## src/rtl/msg_rx_pkg.sv

```systemverilog
// Shared types, constants and helpers for the serial message receiver.
// MSG_RX_PARITY_EN (optional) adds an even-parity bit to the frame.
package msg_rx_pkg;

    localparam int MSG_W_DEF      = 5;
    localparam int BIT_CYCLES_DEF = 16;

    localparam logic LINE_IDLE = 1'b1;
    localparam logic START_LVL = 1'b0;
    localparam logic STOP_LVL  = 1'b1;

    typedef enum logic [2:0] {
        ST_IDLE      = 3'd0,
        ST_START     = 3'd1,
        ST_DATA      = 3'd2,
        ST_PARITY    = 3'd3,
        ST_STOP      = 3'd4,
        ST_WAIT_HIGH = 3'd5
    } rx_state_e;

    // True when the data bits together with their parity bit hold an even number of ones.
    function automatic logic even_parity_ok(input logic [31:0] bits);
        return ((^bits) == 1'b0);
    endfunction

endpackage

```

## src/rtl/msg_bit_timer.sv

```systemverilog
// Bit-period down-counter: load half or full period, tick marks the terminal count (0).
// Holds at 0 when not reloaded, so it rests at 0 while the receiver is idle.
module msg_bit_timer
    import msg_rx_pkg::*;
#(
    parameter int BIT_CYCLES = BIT_CYCLES_DEF
) (
    input  logic clk,
    input  logic rst,
    input  logic load_half,
    input  logic load_full,
    output logic tick
);

    localparam int CNT_W = $clog2(BIT_CYCLES);

    logic [CNT_W-1:0] cnt_r;

    // Countdown register; a full reload wins over a half reload.
    always_ff @(posedge clk) begin
        if (!rst) begin
            cnt_r <= {CNT_W{1'b0}};
        end else if (load_full) begin
            cnt_r <= CNT_W'(BIT_CYCLES - 1);
        end else if (load_half) begin
            cnt_r <= CNT_W'(BIT_CYCLES / 2 - 1);
        end else if (cnt_r != {CNT_W{1'b0}}) begin
            cnt_r <= cnt_r - CNT_W'(1);
        end else begin
            cnt_r <= cnt_r;
        end
    end

    assign tick = (cnt_r == {CNT_W{1'b0}});

endmodule

```

## src/rtl/message_receiver.sv

```systemverilog
// Serial-to-parallel frame receiver: start detect, mid-bit sampling, stop/parity check.
// Optional build macro: MSG_RX_PARITY_EN (even parity bit between data and stop).
module message_receiver
    import msg_rx_pkg::*;
#(
    parameter int MSG_W      = MSG_W_DEF,
    parameter int BIT_CYCLES = BIT_CYCLES_DEF
) (
    input  logic             clk,
    input  logic             rst,
    input  logic             data,
    output logic [MSG_W-1:0] message,
    output logic             valid,
    output logic             frame_err,
    output logic             busy
);

    localparam int IDX_W = (MSG_W > 1) ? $clog2(MSG_W) : 1;

    rx_state_e        state_r, state_nx_s;
    logic             sync1_r, ds_r;
    logic [MSG_W-1:0] shift_r;
    logic [IDX_W-1:0] bit_idx_r;
    logic [MSG_W-1:0] message_r;
    logic             valid_r, frame_err_r, busy_r;
    logic             tick_s, load_half_s, load_full_s;
    logic             shift_en_s, idx_init_s, idx_dec_s, par_cap_s;
    logic             valid_s, frame_err_s, par_ok_s;

    // Two-flop synchroniser for the asynchronous serial line.
    always_ff @(posedge clk) begin
        if (!rst) begin
            sync1_r <= LINE_IDLE;
            ds_r    <= LINE_IDLE;
        end else begin
            sync1_r <= data;
            ds_r    <= sync1_r;
        end
    end

    msg_bit_timer #(.BIT_CYCLES(BIT_CYCLES)) u_timer (
        .clk       (clk),
        .rst       (rst),
        .load_half (load_half_s),
        .load_full (load_full_s),
        .tick      (tick_s)
    );

`ifdef MSG_RX_PARITY_EN
    logic parity_r;

    // Parity bit capture.
    always_ff @(posedge clk) begin
        if (!rst) begin
            parity_r <= 1'b0;
        end else if (par_cap_s) begin
            parity_r <= ds_r;
        end else begin
            parity_r <= parity_r;
        end
    end

    assign par_ok_s = even_parity_ok(32'({shift_r, parity_r}));
`else
    assign par_ok_s = 1'b1;
`endif

    // State register.
    always_ff @(posedge clk) begin
        if (!rst) begin
            state_r <= ST_IDLE;
        end else begin
            state_r <= state_nx_s;
        end
    end

    // Next-state and datapath strobes; every decision is taken at a timer tick.
    always_comb begin
        state_nx_s  = state_r;
        load_half_s = 1'b0;
        load_full_s = 1'b0;
        shift_en_s  = 1'b0;
        idx_init_s  = 1'b0;
        idx_dec_s   = 1'b0;
        par_cap_s   = 1'b0;
        valid_s     = 1'b0;
        frame_err_s = 1'b0;
        case (state_r)
            ST_IDLE: begin
                if (ds_r == START_LVL) begin
                    state_nx_s  = ST_START;
                    load_half_s = 1'b1;
                end else begin
                    state_nx_s  = ST_IDLE;
                end
            end
            ST_START: begin
                if (tick_s) begin
                    if (ds_r == START_LVL) begin
                        state_nx_s  = ST_DATA;
                        load_full_s = 1'b1;
                        idx_init_s  = 1'b1;
                    end else begin
                        state_nx_s  = ST_IDLE;
                    end
                end else begin
                    state_nx_s = ST_START;
                end
            end
            ST_DATA: begin
                if (tick_s) begin
                    shift_en_s  = 1'b1;
                    load_full_s = 1'b1;
                    if (bit_idx_r == {IDX_W{1'b0}}) begin
`ifdef MSG_RX_PARITY_EN
                        state_nx_s = ST_PARITY;
`else
                        state_nx_s = ST_STOP;
`endif
                    end else begin
                        idx_dec_s  = 1'b1;
                    end
                end else begin
                    state_nx_s = ST_DATA;
                end
            end
`ifdef MSG_RX_PARITY_EN
            ST_PARITY: begin
                if (tick_s) begin
                    par_cap_s   = 1'b1;
                    load_full_s = 1'b1;
                    state_nx_s  = ST_STOP;
                end else begin
                    state_nx_s  = ST_PARITY;
                end
            end
`endif
            ST_STOP: begin
                if (tick_s) begin
                    if ((ds_r == STOP_LVL) && par_ok_s) begin
                        valid_s     = 1'b1;
                        state_nx_s  = ST_IDLE;
                    end else begin
                        frame_err_s = 1'b1;
                        state_nx_s  = ST_WAIT_HIGH;
                    end
                end else begin
                    state_nx_s = ST_STOP;
                end
            end
            ST_WAIT_HIGH: begin
                // A line stuck low must not be mistaken for a stream of start bits.
                if (ds_r == LINE_IDLE) begin
                    state_nx_s = ST_IDLE;
                end else begin
                    state_nx_s = ST_WAIT_HIGH;
                end
            end
            default: begin
                state_nx_s = ST_IDLE;
            end
        endcase
    end

    // Shift register (MSB arrives first) and bit index.
    always_ff @(posedge clk) begin
        if (!rst) begin
            shift_r   <= {MSG_W{1'b0}};
            bit_idx_r <= {IDX_W{1'b0}};
        end else begin
            if (shift_en_s) begin
                shift_r <= {shift_r[MSG_W-2:0], ds_r};
            end
            if (idx_init_s) begin
                bit_idx_r <= IDX_W'(MSG_W - 1);
            end else if (idx_dec_s) begin
                bit_idx_r <= bit_idx_r - IDX_W'(1);
            end
        end
    end

    // Registered outputs; busy follows the state being entered so it aligns with state_r.
    always_ff @(posedge clk) begin
        if (!rst) begin
            message_r   <= {MSG_W{1'b0}};
            valid_r     <= 1'b0;
            frame_err_r <= 1'b0;
            busy_r      <= 1'b0;
        end else begin
            valid_r     <= valid_s;
            frame_err_r <= frame_err_s;
            busy_r      <= (state_nx_s != ST_IDLE);
            if (valid_s) begin
                message_r <= shift_r;
            end
        end
    end

    assign message   = message_r;
    assign valid     = valid_r;
    assign frame_err = frame_err_r;
    assign busy      = busy_r;

endmodule

```

## config.mk

```make
export PLATFORM = sky130hd
export DESIGN_NAME = message_receiver
export DESIGN_NICKNAME = d
export VERILOG_FILES = /design/src/rtl/msg_rx_pkg.sv /design/src/rtl/msg_bit_timer.sv /design/src/rtl/message_receiver.sv
export SDC_FILE = /design/constraint.sdc
export NUM_CORES = 1
export LEC_CHECK = 0
export ABC_AREA = 1
export CAP_MARGIN = 10
export CORE_UTILIZATION = 45
export CTS_CLUSTER_SIZE = 30
export DETAILED_ROUTE_END_ITERATION = 10
export PLACE_DENSITY = 0.65
export SYNTH_ARGS = -nofsm -noshare
export SYNTH_HDL_FRONTEND = slang
export SYNTH_SLANG_ARGS = --single-unit
```

## constraint.sdc

```tcl
create_clock -name clk -period 1.55 [get_ports clk]
set_input_delay 0.2325 -clock clk [delete_from_list [all_inputs] [get_ports clk]]
set_output_delay 0.2325 -clock clk [all_outputs]
set_load 0.1 [all_outputs]
```

# ---- Word level (Yosys, flattened, before mapping)
# Index checks and enable logic that the tools add are counted.
# W data, S select, Z words.
dict set report classes {
  n_eq_ne 4
  mux 26
  n_bitwise 1
  n_reduce_logical 9
  n_addsub 2
}
# op count
set ops {}
lappend ops {{$mux W3} 7}
lappend ops {{$pmux W3 S5} 1}
lappend ops {{$mux W1} 13}
lappend ops {{$mux W4} 3}
lappend ops {{$eq A3 B3 Y1 const B} 2}
lappend ops {{$logic_not A3 Y1} 2}
lappend ops {{$reduce_bool A3 Y1} 2}
lappend ops {{$logic_not A4 Y1} 1}
lappend ops {{$reduce_bool A4 Y1} 1}
lappend ops {{$sub A4 B1 Y4 const B} 1}
lappend ops {{$eq A3 B1 Y1 const B} 1}
lappend ops {{$eq A3 B2 Y1 const B} 1}
lappend ops {{$sub A3 B1 Y3 const B} 1}
lappend ops {{$mux W2} 1}
lappend ops {{$pmux W1 S2} 1}
lappend ops {{$reduce_and A2 Y1} 1}
lappend ops {{$reduce_bool A2 Y1} 1}
lappend ops {{$reduce_or A2 Y1} 1}
lappend ops {{$not A1 Y1} 1}
dict set report word_totals {
  register_bits 25
  out_inout_bits 8
  in_bits 3
  elab_cells 53
}

# ---- Longest topological paths before layout
# Gate-level depths: netlist of the first run.
dict set report depth {
  depth_word 6
  mapped_depth 10
  mapped_depth_nobuf 10
}

# ---- By module
# A second synthesis of the first run with hierarchy kept.
dict set report unflattened {
  cells_unflattened 154
  hier_area_um2 1146.1
}
# mod area_per_inst_um2 instances seq_area_each_um2 cells_per_inst
set modules_own_cells {}
lappend modules_own_cells {message_receiver 904.6 1 420.4 119}
lappend modules_own_cells {msg_bit_timer 241.5 1 80.1 35}

# ---- Worst setup path after synthesis of the first run
# No wires, ideal clock.
dict set report synth_timing {
  kind {register to register}
  from {reg message[0] (netlist name)}
  to {reg message_r[0] (netlist: message[0])}
  setup_time_ps 67
  path_stages_with_launch 3
  setup_slack_ps 265
  synth_period_minus_slack_ps 1285
  t_required_ps 1483
  n_path_buf 0
  arrival_time_ps 1218
  path_cell_list {dfxtp_1 > o21ai_0 > nor2_1}
}
# item line
set synth_rtl {}
lappend synth_rtl {{end signal: assignment} message_receiver.sv:185} ;# message_r <= {MSG_W{1'b0}};
lappend synth_rtl {{end signal: assignment} message_receiver.sv:194} ;# message_r <= shift_r;
lappend synth_rtl {{end: declaration} message_receiver.sv:24} ;# logic [MSG_W-1:0] message_r;

# ---- Worst setup path after layout of the first run
dict set report layout_timing {
  from {reg u_timer.cnt_r[0]}
  to {reg bit_idx_r[2]}
}
dict set report layout_via {
  elab_chain_len 4
  word_cells_on_any_way 7
  classes_between {mux (5); reduce/logical (2)}
}
# item line
set layout_lines {}
lappend layout_lines {{start: declaration} msg_bit_timer.sv:17} ;# logic [CNT_W-1:0] cnt_r;
lappend layout_lines {{start signal: assignment} msg_bit_timer.sv:22} ;# cnt_r <= {CNT_W{1'b0}};
lappend layout_lines {{start signal: assignment} msg_bit_timer.sv:24} ;# cnt_r <= CNT_W'(BIT_CYCLES - 1);
lappend layout_lines {{start signal: assignment} msg_bit_timer.sv:26} ;# cnt_r <= CNT_W'(BIT_CYCLES / 2 - 1);
lappend layout_lines {{$logic_not A4 Y1 (*)} msg_bit_timer.sv:34} ;# assign tick = (cnt_r == {CNT_W{1'b0}});
lappend layout_lines {{$mux W1, on equally long branches} {message_receiver.sv:98, message_receiver.sv:111}}
lappend layout_lines {{$mux W1} message_receiver.sv:88} ;# case (state_r)
lappend layout_lines {{$mux W3 / $reduce_bool A2 Y1 (equally long branches)} n/a}
lappend layout_lines {{end signal: assignment} message_receiver.sv:169} ;# bit_idx_r <= {IDX_W{1'b0}};
lappend layout_lines {{end signal: assignment} message_receiver.sv:175} ;# bit_idx_r <= IDX_W'(MSG_W - 1);
lappend layout_lines {{end signal: assignment} message_receiver.sv:177} ;# bit_idx_r <= bit_idx_r - IDX_W'(1);
lappend layout_lines {{end: declaration} message_receiver.sv:23} ;# logic [IDX_W-1:0] bit_idx_r;
# Every way passes the cells marked *; elsewhere a longest branch is shown, timed or not.
# A chain may end at the register's enable or synchronous reset.

==> results.rst, run 1 <==
.. list-table::
   :header-rows: 1

   * - Metric
     - Value
   * - Clock power frac
     - 19.3%
   * - Power per cell area
     - 1122 nW/um2
   * - Most common cell after layout, fill and taps aside
     - nor2_1
   * - Wirelength, routed
     - 2.078 mm
   * - Starting utilization of the core area
     - 49.24%
   * - Post-layout nets
     - 172
   * - Die area
     - 2718 um2
   * - Pre-Repair DR Iteration Count
     - 4
   * - Worst reg2reg endpoint
     - bit_idx_r[2]
   * - Launch point of the critical path
     - u_timer.cnt_r[0]
   * - Average cell area after synthesis
     - 7.591 um2
   * - Max VDD drop
     - 0.8566 mV
   * - Final TNS setup
     - 0 ns
   * - Post-synth design cell area
     - 1131 um2
   * - Number of vias in the routed layout
     - 951
   * - Avg Vias per Cell
     - 4.953
   * - Global placer's final weighted congestion
     - 0.8175
   * - FF+latch area
     - 500.5 um2
   * - Cell family with the largest share of critical-path delay
     - flip-flops
   * - Synthesis-stage register bit count
     - 25
   * - CTS Root Buffer Type
     - clkbuf_4
   * - Largest net degree at the start of global routing
     - 15
   * - Proportion of layout cells with a drive suffix above 1
     - 17.07%
   * - Synth Net Count
     - 156
   * - H-Tree Level Count
     - 1
   * - Leakage power figure
     - 0.0006715 uW
   * - Sequential area share after synthesis
     - 44.25%
   * - HP Class
     - register to register
   * - Commonest non-fill, non-tap cells in the layout
     - 38 x nor2_1, 25 x dfxtp_1, 20 x nand2_1, 17 x inv_1, 11 x o21ai_0
   * - Crit path capture type
     - register
   * - Worst-case clock skew
     - 0.0008373 ns
   * - CP Data Required Time
     - 1.77 ns
   * - # hold bufs at CTS
     - 0
   * - Worst reg2reg setup slack
     - 0.18 ns
   * - Synth unique cells
     - 21
   * - First-pass GRT wire length
     - 3.739 mm
   * - Maximum buffer depth of the clock tree
     - 2
   * - Final critical-path share of the clock period
     - 88.57%
   * - Final Slew Violations
     - 0
   * - Internal cell power
     - 996.8 uW
   * - CP max-delay cell
     - dfxtp_1
   * - CTS tree
     - yes
   * - Proportion of power drawn by combinational gates
     - 32.2%
   * - Detail-routed net length per standard cell
     - 10.82 um
   * - Highest achievable clock rate
     - 728.4 MHz
   * - Clock sink count
     - 25
   * - Count of buffers from port buffering
     - 10
   * - Maximum single-stage delay on the critical path
     - 0.35 ns
   * - Max_slew headroom
     - 80.09%
   * - Post-Syn Instances
     - 149
   * - Number of violations of the max-capacitance limit
     - 0
   * - Total global-route track usage
     - 18.41%
   * - Tmin final
     - 1.373 ns
   * - Final routed DRC violation total
     - 0
   * - Buffers & Inverters on Critical Path
     - 2
   * - Area growth from synthesis to layout
     - 23.01%
   * - Diodes inserted
     - 0
   * - RSZ-0062 raised after global routing
     - false
   * - Number of CTS-inserted buffers
     - 3
   * - Instance count on the critical path
     - 7
   * - Placed wire-length estimate
     - 1.580 mm
   * - Critical path, cell by cell
     - inv_1 > ha_2 > nand2_4 > nor2_8 > inv_1 > a21oi_1 > a21oi_1
   * - Total overflow reported by the global router
     - 0
   * - First DRT Iteration DRCs
     - 16
   * - Insertion delay to the later sink of the worst-skew pair
     - 0.32 ns
   * - Setup WS post-layout
     - 0.1772 ns
   * - Total I/O pin count
     - 11
   * - Number of cells on the worst reg-to-reg path
     - 7
   * - Final count of hold timing violations
     - 0
   * - Reported net switching power
     - 563.6 uW
   * - Post-Place Cell Area
     - 1361 um2
   * - Total non-filler cell area in the finished layout
     - 1391 um2
   * - Vias in the first global route
     - 928
   * - Number of setup violations in the final report
     - 0
   * - Path type of the worst setup path
     - register to register
   * - Critical Path AT
     - 1.59 ns
   * - Post-placement setup slack
     - 0.1598 ns
   * - Proportion of total power due to net switching
     - 36.12%
   * - Layout filler cell count
     - 202
   * - CTS clock-pin slew for the worst setup and hold paths
     - 0.14 ns
   * - Synth Warn #
     - 0
   * - Slew at the pin closest to its max-slew limit
     - 0.2983 ns
   * - Worst Setup EP
     - bit_idx_r[2]
   * - Worst R2R Start
     - u_timer.cnt_r[0]
   * - Initial antenna violation count
     - 0
   * - Part of the power in registers
     - 48.5%
   * - Combined area of the multi-input logic cells
     - 556.8 um2
   * - Area of the core region
     - 2297 um2
   * - Floorplan die height
     - 52.14 um
   * - ANT nets after route
     - 0
   * - # rows
     - 17
   * - Critical path peak fanout
     - 10
   * - Status
     - complete, no violations
   * - Setup crit start kind
     - register
   * - Floorplan die width
     - 52.14 um
[area by class of cell]
type                    instances  area share [%]
well taps                      28           2.518
repair buffers                 13           14.57
clock inverters                 1          0.3597
inverters                      18           4.946
flip-flops and latches         25           35.97
multi-input cells             104           40.02
clock buffers                   3           1.619
[synth_stat cells]
master / count / area [um2]
xnor2_1: 1 / 8.760
clkinv_2: 1 / 5.000
ha_1: 4 / 50.05
clkbuf_1: 1 / 3.750
nor3_1: 2 / 10.01
nand3_1: 5 / 25.02
or2_2: 2 / 12.51
nor2_4: 2 / 22.52
a21oi_1: 8 / 40.04
xor2_1: 3 / 26.28
nor2_1: 38 / 142.6
a211oi_1: 1 / 7.510
nand2_1: 20 / 75.07
dfxtp_1: 25 / 500.5
nor3b_2: 1 / 12.51
nor2_8: 1 / 20.02
inv_1: 17 / 63.81
nor2_2: 2 / 12.51
nand2_4: 3 / 33.78
o21ai_0: 11 / 55.05
buf_1: 1 / 3.750
[state kept, by name, indices dropped and copies added (netlist names)]
register       count
message            5
shift_r            5
u_timer.cnt_r      4
bit_idx_r          3
state_r            3
busy               1
ds_r               1
frame_err          1
sync1_r            1
valid              1
[power by group through the flow]
| stage | Combinational, uW | Clock [uW] | Sequential, uW |
|---|---|---|---|
| after floorplan | 395 | 0 | 779 |
| after global placement | 490 | 0 | 767 |
| after detailed placement | 493 | 0 | 771 |
| after CTS | 498 | 299 | 757 |
| after global routing | 577 | 326 | 762 |
| final | 502 | 302 | 757 |
[routing by layer]
metal  routed length (um)  global-route usage (%)  vias up
li1                     -                       -      493
met1                 1002                   22.86      417
met2                  934                   29.91       33
met3                   99                   4.386        8
met4                   40                   8.333        0
met5                    0                       0        -
[kinds of logic (layout without fill, tap and decap cells)]
logic type	Yosys count	count (layout)	share of synthesized area, %
AO/OA/AOI/OAI	20	20	9.071
AND/OR/NAND/NOR	76	76	32.41
XOR/XNOR	4	4	3.098
buffers and inverters	20	35	6.747
adder cells (fa/ha/maj)	4	4	4.425
flip-flops	25	25	44.25
[what timing repair did]
item / 4_1_cts / 5_1_grt
endpoints found under the hold margin: 0 / 0
buffers inserted: 0 / 0
resized for setup: 0 / 1
setup endpoints to repair: 0 / 2
[per-stage QoR]
stage	std cells	total power, uW	util (%)	hold slack, ns
after detailed placement	188	1264	59.26	0.4149
after global routing	192	1665	60.57	0.4602
after floorplan	149	1174	-	0.3391
after CTS	192	1554	60.46	0.4472
after global placement	188	1257	59.26	0.3967
final	192	1560	60.57	0.4437
[worst min path at each step]
stage | end | cells after the start | slack, ns | startpoint
2_1_floorplan | sync1_r | 1 | 0.34 | data
3_3_place_gp | ds_r | 1 | 0.40 | sync1_r
3_5_place_dp | ds_r | 1 | 0.41 | sync1_r
4_1_cts | ds_r | 1 | 0.45 | sync1_r
5_1_grt | sync1_r | 2 | 0.46 | data
6_report | ds_r | 1 | 0.44 | sync1_r
(Power assumes the default switching activity.)
==> run 2: changes to the inputs <==
--- a/config.mk
+++ b/config.mk
@@ -10,7 +10,7 @@
 export CORE_UTILIZATION = 45
 export CTS_CLUSTER_SIZE = 30
 export DETAILED_ROUTE_END_ITERATION = 10
-export PLACE_DENSITY = 0.65
+export PLACE_DENSITY_LB_ADDON = 0.12
 export SYNTH_ARGS = -nofsm -noshare
 export SYNTH_HDL_FRONTEND = slang
 export SYNTH_SLANG_ARGS = --single-unit
==> run 2 against run 1 <==
Effect of this change: sequential share of layout area about the same; highest routed layer unchanged; final area up 0.36%; total power rose by 1.0%; largest power group unchanged; global-route usage hardly changed; critical path depth grew 3.
==> results.rst, run 2 (synthesis results as in run 1) <==
.. list-table::
   :header-rows: 1

   * - Metric
     - Value
   * - Path type of the worst setup path
     - register to register
   * - CTS clock-pin slew for the worst setup and hold paths
     - 0.12 ns (-0.02 ns)
   * - Global placer's final weighted congestion
     - 0.7957 (-2.7%)
   * - Critical path peak fanout
     - 3 (-7)
   * - Commonest non-fill, non-tap cells in the layout
     - 38 x nor2_1, 24 x dfxtp_1, 20 x nand2_1, 17 x inv_1, 11 x o21ai_0
   * - RSZ-0062 raised after global routing
     - false
   * - Number of vias in the routed layout
     - 941 (-1.1%)
   * - Pre-Repair DR Iteration Count
     - 4 (unchanged)
   * - Count of buffers from port buffering
     - 10 (unchanged)
   * - Total global-route track usage
     - 18.46% (+0.045 points)
   * - Maximum single-stage delay on the critical path
     - 0.36 ns (about the same)
   * - H-Tree Level Count
     - 1 (unchanged)
   * - Worst-case clock skew
     - 0.008409 ns (+0.007572 ns)
   * - Initial antenna violation count
     - 0 (unchanged)
   * - Layout filler cell count
     - 211 (+4.5%)
   * - Floorplan die height
     - 52.14 um (unchanged)
   * - Diodes inserted
     - 0 (unchanged)
   * - Slew at the pin closest to its max-slew limit
     - 0.2747 ns (-0.02353 ns)
   * - First DRT Iteration DRCs
     - 13 (-3)
   * - CP Data Required Time
     - 1.77 ns (about the same)
   * - Setup crit start kind
     - register
   * - Number of violations of the max-capacitance limit
     - 0 (unchanged)
   * - Area of the core region
     - 2297 um2 (unchanged)
   * - CP max-delay cell
     - dfxtp_1
   * - Number of CTS-inserted buffers
     - 3 (unchanged)
   * - Maximum buffer depth of the clock tree
     - 2 (unchanged)
   * - Insertion delay to the later sink of the worst-skew pair
     - 0.32 ns (about the same)
   * - Total I/O pin count
     - 11 (unchanged)
   * - Vias in the first global route
     - 854 (-8.0%)
   * - Area growth from synthesis to layout
     - 23.45%
   * - CTS tree
     - yes
   * - Crit path capture type
     - register
   * - Highest achievable clock rate
     - 699.6 MHz (-4.0%)
   * - Most frequent CP cell
     - nand2_1
   * - Floorplan die width
     - 52.14 um (unchanged)
   * - CTS Root Buffer Type
     - clkbuf_4
   * - Most common cell after layout, fill and taps aside
     - nor2_1
   * - Cell family with the largest share of critical-path delay
     - simple AND/OR/NAND/NOR gates
   * - Critical Path AT
     - 1.65 ns (+0.06 ns)
   * - Max VDD drop
     - 0.9422 mV (+10%)
   * - Leakage power figure
     - 0.0006748 uW (+0.50%)
   * - Number of placed instances with taps included
     - 188 (unchanged)
   * - Final non-filler cell total
     - 193 (+0.52%)
   * - Post-Place Cell Area
     - 1361 um2 (unchanged)
   * - Worst Min Path Start
     - sync1_r
   * - # rows
     - 17 (unchanged)
   * - Status
     - complete, no violations
   * - Avg Vias per Cell
     - 4.876 (-1.6%)
   * - Power per cell area
     - 1129 nW/um2 (+0.68%)
   * - Total overflow reported by the global router
     - 0 (unchanged)
   * - Launch point of the critical path
     - bit_idx_r[0]
   * - Total Power Consumption
     - 1577 uW (+1.0%)
   * - Worst R2R Start
     - bit_idx_r[0]
   * - HP Class
     - register to register
   * - Final routed DRC violation total
     - 0 (unchanged)
   * - ANT nets after route
     - 0 (unchanged)
   * - First-pass GRT wire length
     - 3.594 mm (-3.9%)
   * - Buffers & Inverters on Critical Path
     - 2 (unchanged)
   * - Number of setup violations in the final report
     - 0 (unchanged)
   * - Max_slew headroom
     - 81.66% (+1.6 points)
   * - Share of the core filled with cells
     - 60.78% (+0.22 points)
   * - Die area
     - 2718 um2 (unchanged)
   * - Final Slew Violations
     - 0 (unchanged)
   * - Proportion of layout cells with a drive suffix above 1
     - 16.97% (-0.10 points)
   * - Critical path, cell by cell
     - inv_1 > ha_1 > nand2_1 > nand2_1 > nand2_1 > nor2_1 > nor2_1 > nand3_1 > nand2_1 > inv_1
   * - Total non-filler cell area in the finished layout
     - 1396 um2 (+0.36%)
   * - Clock sink count
     - 25 (unchanged)
   * - Tmin final
     - 1.429 ns (+0.05657 ns)
   * - Placed wire-length estimate
     - 1.628 mm (+3.0%)
   * - Starting utilization of the core area
     - 49.24% (unchanged)
   * - Post-layout nets
     - 173 (+0.58%)
   * - Largest net degree at the start of global routing
     - 14 (-1)
   * - Final critical-path share of the clock period
     - 92.22% (+3.6 points)
   * - Detail-routed net length per standard cell
     - 11.30 um (+4.4%)
   * - Wirelength, routed
     - 2.181 mm (+5.0%)
   * - Final TNS setup
     - 0 ns (unchanged)
   * - Final count of hold timing violations
     - 0 (unchanged)
run 2: cell count changes in the layout (fill, tap and decap cells not counted):
| cell | change |
|---|---|
| buf_4 | +1 |
| clkbuf_1 | +1 |
| clkinv_2 | -1 |
| dfxtp_1 | -1 |
| dfxtp_2 | +1 |
| ha_1 | +1 |
| ha_2 | -1 |
run 2: report_power, final:
group          total, uW  internal, uW  switching [uW]
registers            759           703            55.9
logic                533           216             317
clock network        285           101             184
run 2: repair_timing:
item                       CTS  global route
setup endpoints to repair    0             1
hold buffers                 0             0
resized for setup            0             1
setup buffers                0             1
run 2: worst paths after layout:
check,to,slack (ns),cells past startpoint
max,busy,0.12,10
min,ds_r,0.43,1
max reg2reg,busy,0.12,10
min reg2reg,ds_r,0.43,1
run 2: final cells by class:
cell class | instances | area, um2 | share of cell area [%]
Tap cell | 28 | 35.03 | 2.509
Clock buffer | 4 | 26.28 | 1.882
Sequential cell | 25 | 501.7 | 35.93
Inverter | 18 | 68.82 | 4.928
Multi-Input combinational cell | 104 | 554.3 | 39.70
Timing Repair Buffer | 14 | 210.2 | 15.05
run 2: stage by stage:
stage / hold slack (ns) / setup WS [ns]
after floorplan: 0.3391 / 0.2646
after global placement: 0.3960 / 0.1745
after detailed placement: 0.3994 / 0.1206
after CTS: 0.4305 / 0.09237
after global routing: 0.4439 / 0.02126
final: 0.4253 / 0.1206
run 2: routing by layer:
layer / GRT usage [%] / wire [um] / vias to the layer above
met1: 21.94 / 1020 / 416
met5: 0 / 0 / -
li1: - / - / 494
met2: 29.91 / 1029 / 27
met3: 6.433 / 98 / 4
met4: 7.895 / 32 / 0
